## config.mk

```make
export PLATFORM = sky130hd
export DESIGN_NAME = sevenseg_scanner
export DESIGN_NICKNAME = d
export VERILOG_FILES = /design/src/rtl/sevenseg_pkg.sv /design/src/rtl/sevenseg_scanner_hex_to_seg.sv /design/src/rtl/sevenseg_scanner.sv
export SDC_FILE = /design/constraint.sdc
export NUM_CORES = 1
export LEC_CHECK = 0
export CAP_MARGIN = 15
export CORE_ASPECT_RATIO = 0.9
export CORE_MARGIN = 4
export CORE_UTILIZATION = 55
export CTS_CLUSTER_SIZE = 14
export DETAILED_ROUTE_END_ITERATION = 8
export PLACE_DENSITY = 0.8
export SYNTH_ARGS = -nofsm -noshare
export SYNTH_HDL_FRONTEND = slang
export SYNTH_SLANG_ARGS = --single-unit
```

## constraint.sdc

```tcl
create_clock -name clk -period 2.8 [get_ports clk]
set_clock_uncertainty 0.2 [all_clocks]
set_input_delay 0.42 -clock clk [delete_from_list [all_inputs] [get_ports clk]]
set_output_delay 0.42 -clock clk [all_outputs]
set_load 0.005 [all_outputs]
```

## src/rtl/sevenseg_pkg.sv

```systemverilog
// Shared types and constants for the seven-segment scanner.
// Latency: n/a (declarations only).
// Backpressure: n/a.
package sevenseg_pkg;

  typedef enum logic [1:0] {
    IDLE  = 2'd0,
    DRIVE = 2'd1,
    BLANK = 2'd2
  } state_t;

  // All cathodes released (active-low segments).
  localparam logic [6:0] SEG_OFF = 7'b1111111;

  // Active-low {g,f,e,d,c,b,a} patterns, entry n displays hex digit n.
  localparam logic [15:0][6:0] HEX_PAT = {
    7'b0001110,  // F
    7'b0000110,  // E
    7'b0100001,  // d
    7'b1000110,  // C
    7'b0000011,  // b
    7'b0001000,  // A
    7'b0010000,  // 9
    7'b0000000,  // 8
    7'b1111000,  // 7
    7'b0000010,  // 6
    7'b0010010,  // 5
    7'b0011001,  // 4
    7'b0110000,  // 3
    7'b0100100,  // 2
    7'b1111001,  // 1
    7'b1000000   // 0
  };

endpackage

```

## src/rtl/sevenseg_scanner_hex_to_seg.sv

```systemverilog
// Hex nibble to active-low seven-segment pattern.
// Latency: combinational.
// Backpressure: none.
module hex_to_seg
  import sevenseg_pkg::*;
(
  input  logic [3:0] nib,
  output logic [6:0] seg
);

  assign seg = HEX_PAT[nib];

endmodule

```

## src/rtl/sevenseg_scanner.sv

```systemverilog
// Multiplexed seven-segment scanner: one digit driven per tick, all-off gap between digits.
// Latency: an/seg/dp_n registered, one cycle behind state/idx; frame_done one cycle after the wrap edge.
// Backpressure: none; load is held pending until the frame wraps (or taken at once when idle).
module sevenseg_scanner
  import sevenseg_pkg::*;
#(
  parameter int NUM_DIGITS   = 8,
  parameter int BLANK_CYCLES = 16
) (
  input  logic                    clk,
  input  logic                    rst_n,
  input  logic                    en,
  input  logic                    tick,
  input  logic [4*NUM_DIGITS-1:0] digits,
  input  logic [NUM_DIGITS-1:0]   dp,
  input  logic [NUM_DIGITS-1:0]   blank_mask,
  input  logic                    load,
  output logic [NUM_DIGITS-1:0]   an,
  output logic [6:0]              seg,
  output logic                    dp_n,
  output logic                    frame_done
);

  localparam int IW = $clog2(NUM_DIGITS);
  localparam int CW = $clog2(BLANK_CYCLES + 1);
  localparam logic [IW-1:0] IDX_LAST = IW'(NUM_DIGITS - 1);
  localparam logic [CW-1:0] CNT_LAST = CW'(BLANK_CYCLES - 1);
  localparam logic [NUM_DIGITS-1:0] AN_OFF = '1;

  state_t          state, state_nxt;
  logic [IW-1:0]   idx, idx_nxt;
  logic [CW-1:0]   bcnt, bcnt_nxt;
  logic            wrap;
  logic            cap_win;
  logic            pending;

  logic [4*NUM_DIGITS-1:0] stg_digits, sh_digits;
  logic [NUM_DIGITS-1:0]   stg_dp, sh_dp;
  logic [NUM_DIGITS-1:0]   stg_blank, sh_blank;

  logic [3:0] cur_nib;
  logic [6:0] dec_seg;

  // State, digit index and blank counter registers.
  always_ff @(posedge clk or negedge rst_n) begin
    if (!rst_n) begin
      state <= IDLE;
      idx   <= '0;
      bcnt  <= '0;
    end else begin
      state <= state_nxt;
      idx   <= idx_nxt;
      bcnt  <= bcnt_nxt;
    end
  end

  // Next-state logic; en low overrides everything, including a coincident tick.
  always_comb begin
    state_nxt = state;
    idx_nxt   = idx;
    bcnt_nxt  = bcnt;
    wrap      = 1'b0;
    if (!en) begin
      state_nxt = IDLE;
      idx_nxt   = '0;
      bcnt_nxt  = '0;
    end else begin
      case (state)
        IDLE: begin
          if (tick) begin
            state_nxt = DRIVE;
            idx_nxt   = '0;
            bcnt_nxt  = '0;
          end
        end
        DRIVE: begin
          if (tick) begin
            state_nxt = BLANK;
            bcnt_nxt  = '0;
            if (idx == IDX_LAST) begin
              idx_nxt = '0;
              wrap    = 1'b1;
            end else begin
              idx_nxt = idx + 1'b1;
            end
          end
        end
        BLANK: begin
          // Ticks are ignored here; the gap length is fixed by the counter.
          if (bcnt == CNT_LAST) begin
            state_nxt = DRIVE;
            bcnt_nxt  = '0;
          end else begin
            bcnt_nxt = bcnt + 1'b1;
          end
        end
        default: begin
          state_nxt = IDLE;
          idx_nxt   = '0;
          bcnt_nxt  = '0;
        end
      endcase
    end
  end

  // Shadow updates are only allowed where they cannot tear a frame.
  assign cap_win = wrap || (state == IDLE);

  // Pending flag and staging copy of the most recent load.
  always_ff @(posedge clk or negedge rst_n) begin
    if (!rst_n) begin
      pending    <= 1'b0;
      stg_digits <= '0;
      stg_dp     <= '0;
      stg_blank  <= '0;
    end else begin
      if (cap_win)   pending <= 1'b0;
      else if (load) pending <= 1'b1;
      if (load) begin
        stg_digits <= digits;
        stg_dp     <= dp;
        stg_blank  <= blank_mask;
      end
    end
  end

  // Shadow registers: a load in the capture cycle wins over an older staged one.
  always_ff @(posedge clk or negedge rst_n) begin
    if (!rst_n) begin
      sh_digits <= '0;
      sh_dp     <= '0;
      sh_blank  <= '0;
    end else if (cap_win && load) begin
      sh_digits <= digits;
      sh_dp     <= dp;
      sh_blank  <= blank_mask;
    end else if (cap_win && pending) begin
      sh_digits <= stg_digits;
      sh_dp     <= stg_dp;
      sh_blank  <= stg_blank;
    end
  end

  assign cur_nib = sh_digits[{idx, 2'b00} +: 4];

  hex_to_seg u_dec (
    .nib (cur_nib),
    .seg (dec_seg)
  );

  // Registered display outputs; en low turns them off on the very next edge.
  always_ff @(posedge clk or negedge rst_n) begin
    if (!rst_n) begin
      an   <= AN_OFF;
      seg  <= SEG_OFF;
      dp_n <= 1'b1;
    end else if (!en || state != DRIVE || sh_blank[idx]) begin
      an   <= AN_OFF;
      seg  <= SEG_OFF;
      dp_n <= 1'b1;
    end else begin
      an   <= ~(NUM_DIGITS'(1) << idx);
      seg  <= dec_seg;
      dp_n <= ~sh_dp[idx];
    end
  end

  // One-cycle end-of-frame pulse following the wrap edge.
  always_ff @(posedge clk or negedge rst_n) begin
    if (!rst_n) frame_done <= 1'b0;
    else        frame_done <= wrap;
  end

endmodule

```

# After elaboration in Yosys (flattened, before gate mapping)
# Memory sizes are Yosys's and may differ from the RTL's.
# Cells that the tools add are included.
[totals] reg_bits=124 rom_bits=112 inputBits=53 out_inout_bits=17 word_cells=79 memories=1
[op_classes] n_addsub=2 n_lt_le_gt_ge=2 eq_ne=10 shift=2 mux=34 bitwise=2 reduce_logical=12
[mem_list] memory="(name not given)" depth=16 word_bits=7 read_ports=1 rd_ports_with_merged_regs=0 wr=0 line="sevenseg_scanner_hex_to_seg.sv:11" source="assign seg = HEX_PAT[nib];"
[op_table] cell="32-bit two-way mux" count=2
[op_table] cell="8-bit two-way mux" count=5
[op_table] cell="32-bit by 6-bit variable part select with 4-bit output" count=1
[op_table] cell="5-bit two-way mux" count=3
[op_table] cell="7-bit two-way mux" count=2
[op_table] cell="3-bit two-way mux" count=4
[op_table] cell="5-bit case mux with 2 select lines" count=1
[op_table] cell="1-bit two-way mux" count=9
[op_table] cell="3-bit inequality test, second input constant" count=3
[op_table] cell="3-bit case mux with 3 select lines" count=1
[op_table] cell="2-bit two-way mux" count=4
[op_table] cell="8-bit NOT" count=1
[op_table] cell="1-bit by 3-bit << shifter with 8-bit output, first input constant" count=1
[op_table] cell="1-bit binary-select mux with 3-bit select" count=2
[op_table] cell="2-bit case mux with 3 select lines" count=1
[op_table] cell="3-bit AND reduction" count=2
[op_table] cell="5-bit by 1-bit adder with 5-bit output, second input constant" count=1
[op_table] cell="5-bit by 4-bit equality test with 1-bit output, second input constant" count=1
[op_table] cell="4-bit by 5-bit less-than comparator with 1-bit output, second input constant" count=1
[op_table] cell="3-bit by 4-bit less-than comparator with 1-bit output, second input constant" count=1
[op_table] cell="2-bit nonzero test" count=2
[op_table] cell="3-bit by 1-bit adder with 3-bit output, second input constant" count=1
[op_table] cell="3-bit equality test, second input constant" count=1
[op_table] cell="1-bit logical OR" count=3
[op_table] cell="10 further kinds" count=11

# Logic depth before layout (Yosys ltp)
# Gate-level depths: netlist of run 1.
[logic_depth] ltp_word=9 ltp_mapped=11 ltp_nobuf=9

# By module
# From an unflattened synthesis of run 1, not the netlist that was laid out.
[unflattened] hier_cells=471 area_unflattened_um2=5809.3
[modules_own_cells] module="sevenseg_scanner" instances=1 cells_each=439 area_per_inst_um2=5534.1 seq_area_each_um2=3123.0
[modules_own_cells] module="hex_to_seg" instances=1 cells_each=32 area_per_inst_um2=275.3 seq_area_each_um2=0.0

# Worst setup path before layout of run 1
# Ideal clock, no wire load.
[synth_timing] path_type="reg-to-reg" from="register idx[0]" to="register seg[3]" setup_ns=0.102 t_arrival_ns=2.018 required_time_ns=2.498 setup_slack_ns=0.480 stages_incl_launch_ff=12 path_buffers=2 period_less_slack_ns=2.320 path_cell_list="dfrtp_1 -> buf_6 -> buf_6 -> mux4_2 -> nand2_1 -> and2_1 -> inv_1 -> ha_1 -> inv_1 -> a21oi_1 -> a211oi_1 -> o21ai_0"
[synth_via] elab_chain_len=4 elab_cells_between_ends=7 classes_between="1 x shift; 4 x mux; 1 x reduce/logical; 1 x memory"
[synth_rtl] item="start, declared" line="sevenseg_scanner.sv:31" source="logic [IW-1:0] idx, idx_nxt;"
[synth_rtl] item="start signal, assigned" line="sevenseg_scanner.sv:52" source="idx <= idx_nxt;"
[synth_rtl] item="32-bit by 6-bit variable part select with 4-bit output / 1-bit binary-select mux with 3-bit select (equally long branches)" line="sevenseg_scanner.sv:144, sevenseg_scanner.sv:157"
[synth_rtl] item="memory read 16 x 7 bit / 1-bit two-way mux (equally long branches)"
[synth_rtl] item="7-bit two-way mux (not written as such) / 1-bit logical OR (equally long branches)" line="sevenseg_scanner_hex_to_seg.sv:11, sevenseg_scanner.sv:157"
[synth_rtl] item="7-bit two-way mux (*)" line="sevenseg_scanner.sv:157" source="end else if (!en || state != DRIVE || sh_blank[idx]) begin"
[synth_rtl] item="end signal, assigned" line="sevenseg_scanner.sv:163" source="seg <= dec_seg;"
[synth_rtl] item="end, declared" line="sevenseg_scanner.sv:19" source="output logic [6:0] seg,"
# Mark *: on every way between the ends. The rest lies on a longest branch, timed or not. The select of a mux whose other input is x is not followed.
# A chain may end at the register's enable or synchronous reset.

# Worst setup path in the final report of run 1
[layout_timing] from="register idx[1]" to="register sh_digits[4]"
[layout_via] elab_chain_len=8 elab_cells_between_ends=10 classes_between="1 x eq/ne; 5 x mux; 4 x reduce/logical"
[layout_rtl] item="3-bit equality test (*)" line="sevenseg_scanner.sv:80" source="if (idx == IDX_LAST) begin"
[layout_rtl] item="1-bit two-way mux (*)" line="sevenseg_scanner.sv:80"
[layout_rtl] item="1-bit two-way mux (*)" line="sevenseg_scanner.sv:77" source="if (tick) begin"
[layout_rtl] item="1-bit two-way mux (*)" line="sevenseg_scanner.sv:68" source="case (state)"
[layout_rtl] item="1-bit two-way mux (*)" line="sevenseg_scanner.sv:63" source="if (!en) begin"
[layout_rtl] item="1-bit logical OR (*)" line="sevenseg_scanner.sv:107" source="assign cap_win = wrap || (state == IDLE);"
[layout_rtl] item="1-bit logical AND, on equally long branches" line="sevenseg_scanner.sv:133, sevenseg_scanner.sv:137"
[layout_rtl] item="32-bit two-way mux / 2-bit nonzero test (equally long branches)"
[layout_rtl] item="end signal, assigned" line="sevenseg_scanner.sv:134" source="sh_digits <= digits;"
[layout_rtl] item="end signal, assigned" line="sevenseg_scanner.sv:138" source="sh_digits <= stg_digits;"
[layout_rtl] item="end, declared" line="sevenseg_scanner.sv:37" source="logic [4*NUM_DIGITS-1:0] stg_digits, sh_digits;"
# Mark *: on every way between the ends. The rest lies on a longest branch, timed or not.

==> results of run 1 <==
-- layout make-up --
class,instances,area (µm²),area share [%]
clock buffer,23,467,6.92
timing repair buffer,78,803,11.9
clock inverter,7,66.3,0.983
tap,122,153,2.26
multi-input combinational,214,2110,31.3
sequential,124,3120,46.3
inverter,7,26.3,0.389
-- synth_stat cells --
master / count / area [µm²]
a211oi_1: 2 / 15.0
a211oi_4: 1 / 20.0
a21oi_1: 7 / 35.0
a22o_1: 2 / 17.5
a22oi_1: 1 / 7.51
and2_1: 1 / 6.26
and2_4: 1 / 8.76
and3b_1: 1 / 8.76
buf_1: 4 / 15.0
buf_2: 8 / 40.0
buf_6: 2 / 22.5
clkbuf_1: 1 / 3.75
clkinv_1: 1 / 3.75
dfrtp_1: 108 / 2700
dfstp_2: 16 / 420
ha_1: 12 / 150
inv_1: 6 / 22.5
mux2_2: 99 / 1110
mux2_4: 1 / 15.0
mux2i_1: 6 / 60.1
mux2i_4: 1 / 22.5
mux4_1: 5 / 131
mux4_2: 5 / 113
nand2_1: 24 / 90.1
nand2b_1: 1 / 6.26
nand3_1: 4 / 20.0
nand3_2: 1 / 10.0
nand3b_1: 2 / 15.0
nor2_1: 6 / 22.5
nor2b_1: 4 / 25.0
nor3_1: 7 / 35.0
nor3b_2: 1 / 12.5
o211ai_1: 1 / 7.51
o21ai_0: 8 / 40.0
o21ai_1: 1 / 5.00
o221ai_1: 4 / 35.0
o22a_1: 1 / 8.76
o22ai_1: 1 / 6.26
o31ai_1: 1 / 7.51
o31ai_2: 1 / 12.5
or2_2: 1 / 6.26
-- state kept, by name, summed over array words and instances (netlist names) --
name        count
sh_digits      32
stg_digits     32
an              8
sh_blank        8
sh_dp           8
stg_blank       8
stg_dp          8
seg             7
bcnt            5
idx             3
state           2
dp_n            1
frame_done      1
pending         1
-- metal layers --
| metal | part of all wire (%) | wire [µm] | track usage [%] |
|---|---|---|---|
| met1 | 44 | 4470 | 25.3 |
| met2 | 50 | 5030 | 31.8 |
| met3 | 4.6 | 466 | 5.50 |
| met4 | 1.4 | 142 | 8.33 |
| met5 | 0 | 0 | 0 |
-- cells by family after synthesis --
family,count (synthesis),share of synthesized area (%)
fa+ha+maj,12,2.82
compound gates,31,4.09
mux,117,27.4
buf+inv,22,2.02
flops,124,58.7
simple gates,54,5.01
-- how the worst max path moves through the flow --
stage / from / end / slack (ps) / depth (start not counted)
2_1_floorplan: idx[0]$_DFFE_PN0P_ / seg[3]$_DFF_PN1_ / 480 / 11
3_3_place_gp: idx[1]$_DFFE_PN0P_ / sh_digits[15]$_DFFE_PN0P_ / 270 / 7
3_5_place_dp: idx[0]$_DFFE_PN0P_ / seg[3]$_DFF_PN1_ / 210 / 7
4_1_cts: idx[0]$_DFFE_PN0P_ / seg[3]$_DFF_PN1_ / 160 / 7
5_1_grt: idx[1]$_DFFE_PN0P_ / sh_digits[12]$_DFFE_PN0P_ / 30 / 7
6_report: idx[1]$_DFFE_PN0P_ / sh_digits[4]$_DFFE_PN0P_ / 220 / 7
-- cell usage in the layout (no fill, tap or decap), types with 2 or more instances in the layout --
cell type,n
buf_12,4
clkbuf_8,4
o21ai_0,8
nand2_1,24
buf_4,5
dfstp_2,16
clkbuf_16,16
mux2i_1,5
a211oi_1,2
mux2i_4,2
inv_1,6
clkbuf_1,3
ha_1,12
nand3_1,4
mux4_2,5
dfrtp_1,108
a21oi_1,7
a22o_1,2
mux2_2,99
nand3b_1,2
mux4_1,5
clkinv_2,4
nor3_1,7
nor2_1,6
nor2b_1,3
clkdlybuf4s50_1,67
o221ai_1,4
-- power breakdown --
group | internal, mW | switching (mW) | leakage, nW
sequential | 2.18 | 0.180 | 1.46
combinational | 0.708 | 0.569 | 1.09
clock | 1.23 | 0.723 | 0.264
total | 4.11 | 1.47 | 2.81
-- stage by stage --
| stage | total power, mW | hold WS (ps) | area [µm²] |
|---|---|---|---|
| after global routing | 5.88 | 227 | 6750 |
| after floorplan | 3.23 | -75.6 | 5320 |
| after detailed placement | 3.63 | 190 | 6190 |
| after global placement | 3.57 | 190 | 6190 |
| after CTS | 5.61 | 181 | 6740 |
| final | 5.59 | 179 | 6750 |
-- repair_timing --
action	4_1_cts	5_1_grt
hold endpoints to repair	29	0
resized for setup	0	2
hold buffers	1	0
setup endpoints to repair	0	3
-- worst reg2reg max path, stage by stage (launching register included) --
cell	delay (ps)
dfrtp_1	600
ha_1	250
ha_1	260
nand3_1	110
a21oi_1	190
nor2b_4	190
buf_12	260
mux2_2	400
==> impl_metrics.ini, run 1 <==
[place]
dp_cells = 544
io_buffers = 69
gp_congestion = 0.915
pre_cts_slack_ps = 212
hpwl_mm = 6.90

[final_layout]
fin_cells = 575
layout-drive-gt1-share_pct = 36.9
area_growth_pct = 26.8
fillers = 611
antennaDiodeCount = 0
final_nets = 507
fin_util_pct = 72.6

[worst_setup_path]
cpMaxStageDelayCell = dfrtp_1
arrival_ps = 2780
critPathMaxStageDelay_ps = 600
cp_max_fo = 48
path_class = register to register
cp-start-kind = register
path_delay_family = flip-flops
crit_path_frequent_cell = ha_1
crit_chain = ha_1 > ha_1 > nand3_1 > a21oi_1 > nor2b_4 > buf_12 > mux2_2
reg2reg_from = idx[1]$_DFFE_PN0P_
r2r-end = sh_digits[4]$_DFFE_PN0P_
cp_data_required_time_ps = 2990
reg2reg_depth = 7
ff2ff_setup_slack_ps = 220
cp-end-kind = register
crit_buf_inv = 1

[timing]
worst_slack_ps = 217
final.setup.tns_ps = 0
drv_slew = 0
setup_viol = 0
max-slew-margin-rel_pct = 68.2
max_freq_mhz = 387
hold_viol_final = 0
rsz0062_at_grt = false
worstMarginPinSlew_ps = 471
fin_crit_ps = 2580
fin_crit_sh_pct = 92.3

[clock_tree]
cts-root-buf = clkbuf_8
clk_latency_ps = 520
cts_inserted_buffers = 17
cts_buffer_depth = 2
clock-sinks = 124
clkSlewWorstSetupHoldPaths_ps = 50
post_cts_buffers = 0
htreeDepth = 4
cts_tree = done

[synth]
ys_warn_count = 0
synth.distinct_cells = 41
synthesis.instances = 360
syn_area_mm2 = 0.00532
ys_seq_area_share_pct = 58.7
synth-seq-cells = 124
syn_nets = 425
avgSynthCellArea_um2 = 14.8

[floorplan]
start_util_pct = 57.3
std_cell_rows = 33
fp.dieH_um = 101
die_w_um = 112
io_pins = 70
die-area_mm2 = 0.0113
core_mm2 = 0.00929

[detailed_routing]
vias = 3190
totalWireLength_mm = 10.1
drtAntennaViolNets = 0
drcViolationCount = 0
routed_via_density = 5.55
dr.pass1.iters = 5
wire_per_inst_um = 17.6
dr.first_iter.drc_count = 128

[global_routing]
grt_max_degree = 57
grt_overflow = 0
grt_pass1_vias = 3524
grt_antenna_before_repair = 0
grt_pass1_wl_mm = 17.3
grt_use_total_pct = 19.6

[outcome]
status = completed

[power_and_ir_drop]
power.static_leakage_nw = 2.81
irDropWorstVdd_v = 0.000426
power.density_mw_per_mm2 = 828

[run]
cap_violations = 0

[worst_hold_path]
hp-class = primary input to async pin
Power figures use the tool's default switching activity.
==> inputs of run 2 (changes only) <==
--- a/config.mk
+++ b/config.mk
@@ -8,10 +8,11 @@
 export CAP_MARGIN = 15
 export CORE_ASPECT_RATIO = 0.9
 export CORE_MARGIN = 4
-export CORE_UTILIZATION = 55
+export CORE_UTILIZATION = 50
 export CTS_CLUSTER_SIZE = 14
 export DETAILED_ROUTE_END_ITERATION = 8
-export PLACE_DENSITY = 0.8
+export GPL_TIMING_DRIVEN = 0
+export PLACE_DENSITY = 0.73
 export SYNTH_ARGS = -nofsm -noshare
 export SYNTH_HDL_FRONTEND = slang
 export SYNTH_SLANG_ARGS = --single-unit
==> impl_metrics.ini, run 2 (synthesized netlist as in run 1, its figures left out) <==
[timing]
worst_slack_ps = 179
hold_viol_final = 0
max-slew-margin-rel_pct = 56.6
drv_slew = 0
worstMarginPinSlew_ps = 650
rsz0062_at_grt = false
fin_crit_sh_pct = 93.6
fin_crit_ps = 2620
setup_viol = 0
max_freq_mhz = 382

[global_routing]
busiest_layer = met2
grt_use_met2_pct = 30.9
gr-usage-met1_pct = 24.0
grt_pass1_wl_mm = 17.7
grt_use_total_pct = 18.8
grt_pass1_vias = 3558
use_met3_pct = 6.43
grt_max_degree = 82
grt_overflow = 0
grt_antenna_before_repair = 0

[final_layout]
layout-drive-gt1-share_pct = 37.4
area_growth_pct = 29.0
final_cell_mix = dfrtp_1 (108), mux2_2 (99), clkdlybuf4s50_1 (68)
final_cell_area_mm2 = 0.00687
final_nets = 516
antennaDiodeCount = 0
final_common_cell = dfrtp_1
reg_top3 = sh_digits: 32 flops, stg_digits: 32 flops

[run]
cap_violations = 0

[place]
pre_cts_slack_ps = -248
place_area_mm2 = 0.00620
hpwl_mm = 7.19
gp_congestion = 0.873
io_buffers = 69

[clock_tree]
clock-sinks = 124
clkSlewWorstSetupHoldPaths_ps = 50
htreeDepth = 4
cts-root-buf = clkbuf_16
cts_inserted_buffers = 17
cts_tree = done
cts_buffer_depth = 2
clk_latency_ps = 410

[floorplan]
die-area_mm2 = 0.0124
die_w_um = 117
std_cell_rows = 35
io_pins = 70
fp.dieH_um = 106
start_util_pct = 51.5
core_mm2 = 0.0103

[detailed_routing]
wire_per_inst_um = 17.7
drcViolationCount = 0
vias = 3214
drtAntennaViolNets = 0
routed_via_density = 5.43
dr.pass1.iters = 5
dr.first_iter.drc_count = 139
totalWireLength_mm = 10.5

[power_and_ir_drop]
power_mw = 5.92
power.density_mw_per_mm2 = 863
pwr-share-clk_pct = 38.0
power.static_leakage_nw = 2.87
combinationalPowerShare_pct = 22.5
switchingPower_mw = 1.51
internal-power_mw = 4.42
irDropWorstVdd_v = 0.000510
power.share.sequential_pct = 39.6
p_sw_share_pct = 25.4

[worst_setup_path]
critPathMaxStageDelay_ps = 530
cp_max_fo = 10
ff2ff_setup_slack_ps = 180
reg2reg_from = idx[0]$_DFFE_PN0P_
crit_chain = buf_6 > buf_8 > mux4_2 > nand2_1 > and2_2 > inv_1 > ha_1 > mux2i_1 > o221ai_1
cp-start-kind = register
cp-end-kind = register
arrival_ps = 2710
reg2reg_depth = 9
cpMaxStageDelayCell = mux4_2
path_class = register to register
cp_data_required_time_ps = 2890
r2r-end = seg[6]$_DFF_PN1_

[worst_hold_path]
worstHoldPathCells = 2
min_to = pending$_DFFE_PN0P_
holdCritStartpoint = pending$_DFFE_PN0P_
hp-class = register to register

[outcome]
status = completed
run 2: cell count changes in the layout (fill, tap and decap cells not counted), sizes merged:
cell           before  now
clkbuf             23   26
clkinvlp            1    0
clkinv              6    5
buf                10   15
clkdlybuf4s50      67   68
bufinv              1    4
run 2: area by class of cell:
type                    count  area, µm²
clock buffers              23        468
repair buffers             72        737
plain buffers              15       96.3
clock inverters             8        140
inverters                   7       26.3
flip-flops and latches    124       3120
fillers                   750       3470
multi-input cells         214       2110
well taps                 129        161
run 2: power groups by stage:
| stage | Clock, mW | Sequential, mW | Combinational, mW |
|---|---|---|---|
| 6_report | 2.25 | 2.34 | 1.33 |
| 5_1_grt | 2.38 | 2.39 | 1.46 |
| 4_1_cts | 2.29 | 2.35 | 1.30 |
| 3_5_place_dp | 0 | 2.36 | 1.27 |
| 3_3_place_gp | 0 | 2.35 | 1.22 |
| 2_1_floorplan | 0 | 2.31 | 0.923 |
run 2: stage by stage:
step                      util [%]  hold WS [ps]  TNS, ps  instances
after floorplan                  -         -75.6        0        360
after global placement        59.7           263  -403630        558
after detailed placement      60.0           161    -1120        559
after CTS                     66.0           288        0        591
after global routing          66.4           305        0        592
final                         66.4           285        0        592
run 2: per-layer routing:
metal  vias up  share of wire [%]
met3         9                5.4
met5         -                  0
li1       1476                  -
met4         0               0.92
met2        84                 50
met1      1645                 44
run 2: timing repair:
item,CTS,global route
endpoints found under the hold margin,27,0
hold buffers,1,0
buffers inserted,0,1
gates resized for setup,2,11
endpoints found under the setup margin,6,25
pin swaps,0,0
run 2: worst max path at each step:
stage                     slack (ps)                          to          startpoint
after floorplan                  480            seg[3]$_DFF_PN1_  idx[0]$_DFFE_PN0P_
after global placement         -3450  stg_digits[16]$_DFFE_PN0P_               rst_n
after CTS                         20            seg[0]$_DFF_PN1_  idx[1]$_DFFE_PN0P_
final                            180            seg[6]$_DFF_PN1_  idx[0]$_DFFE_PN0P_
after global routing              30    sh_digits[9]$_DFFE_PN0P_  idx[0]$_DFFE_PN0P_
after detailed placement        -250            seg[0]$_DFF_PN1_  idx[1]$_DFFE_PN0P_
run 2: worst max-delay path: cells and delay by family, from the launching register on:
family                     cells  cell delay (ps)
adders and majority gates      1              290
and+or+nand+nor                2              280
muxes                          2              720
buffers and inverters          3              460
DFF                            1              400
AOI/OAI and AO/OA              1              160
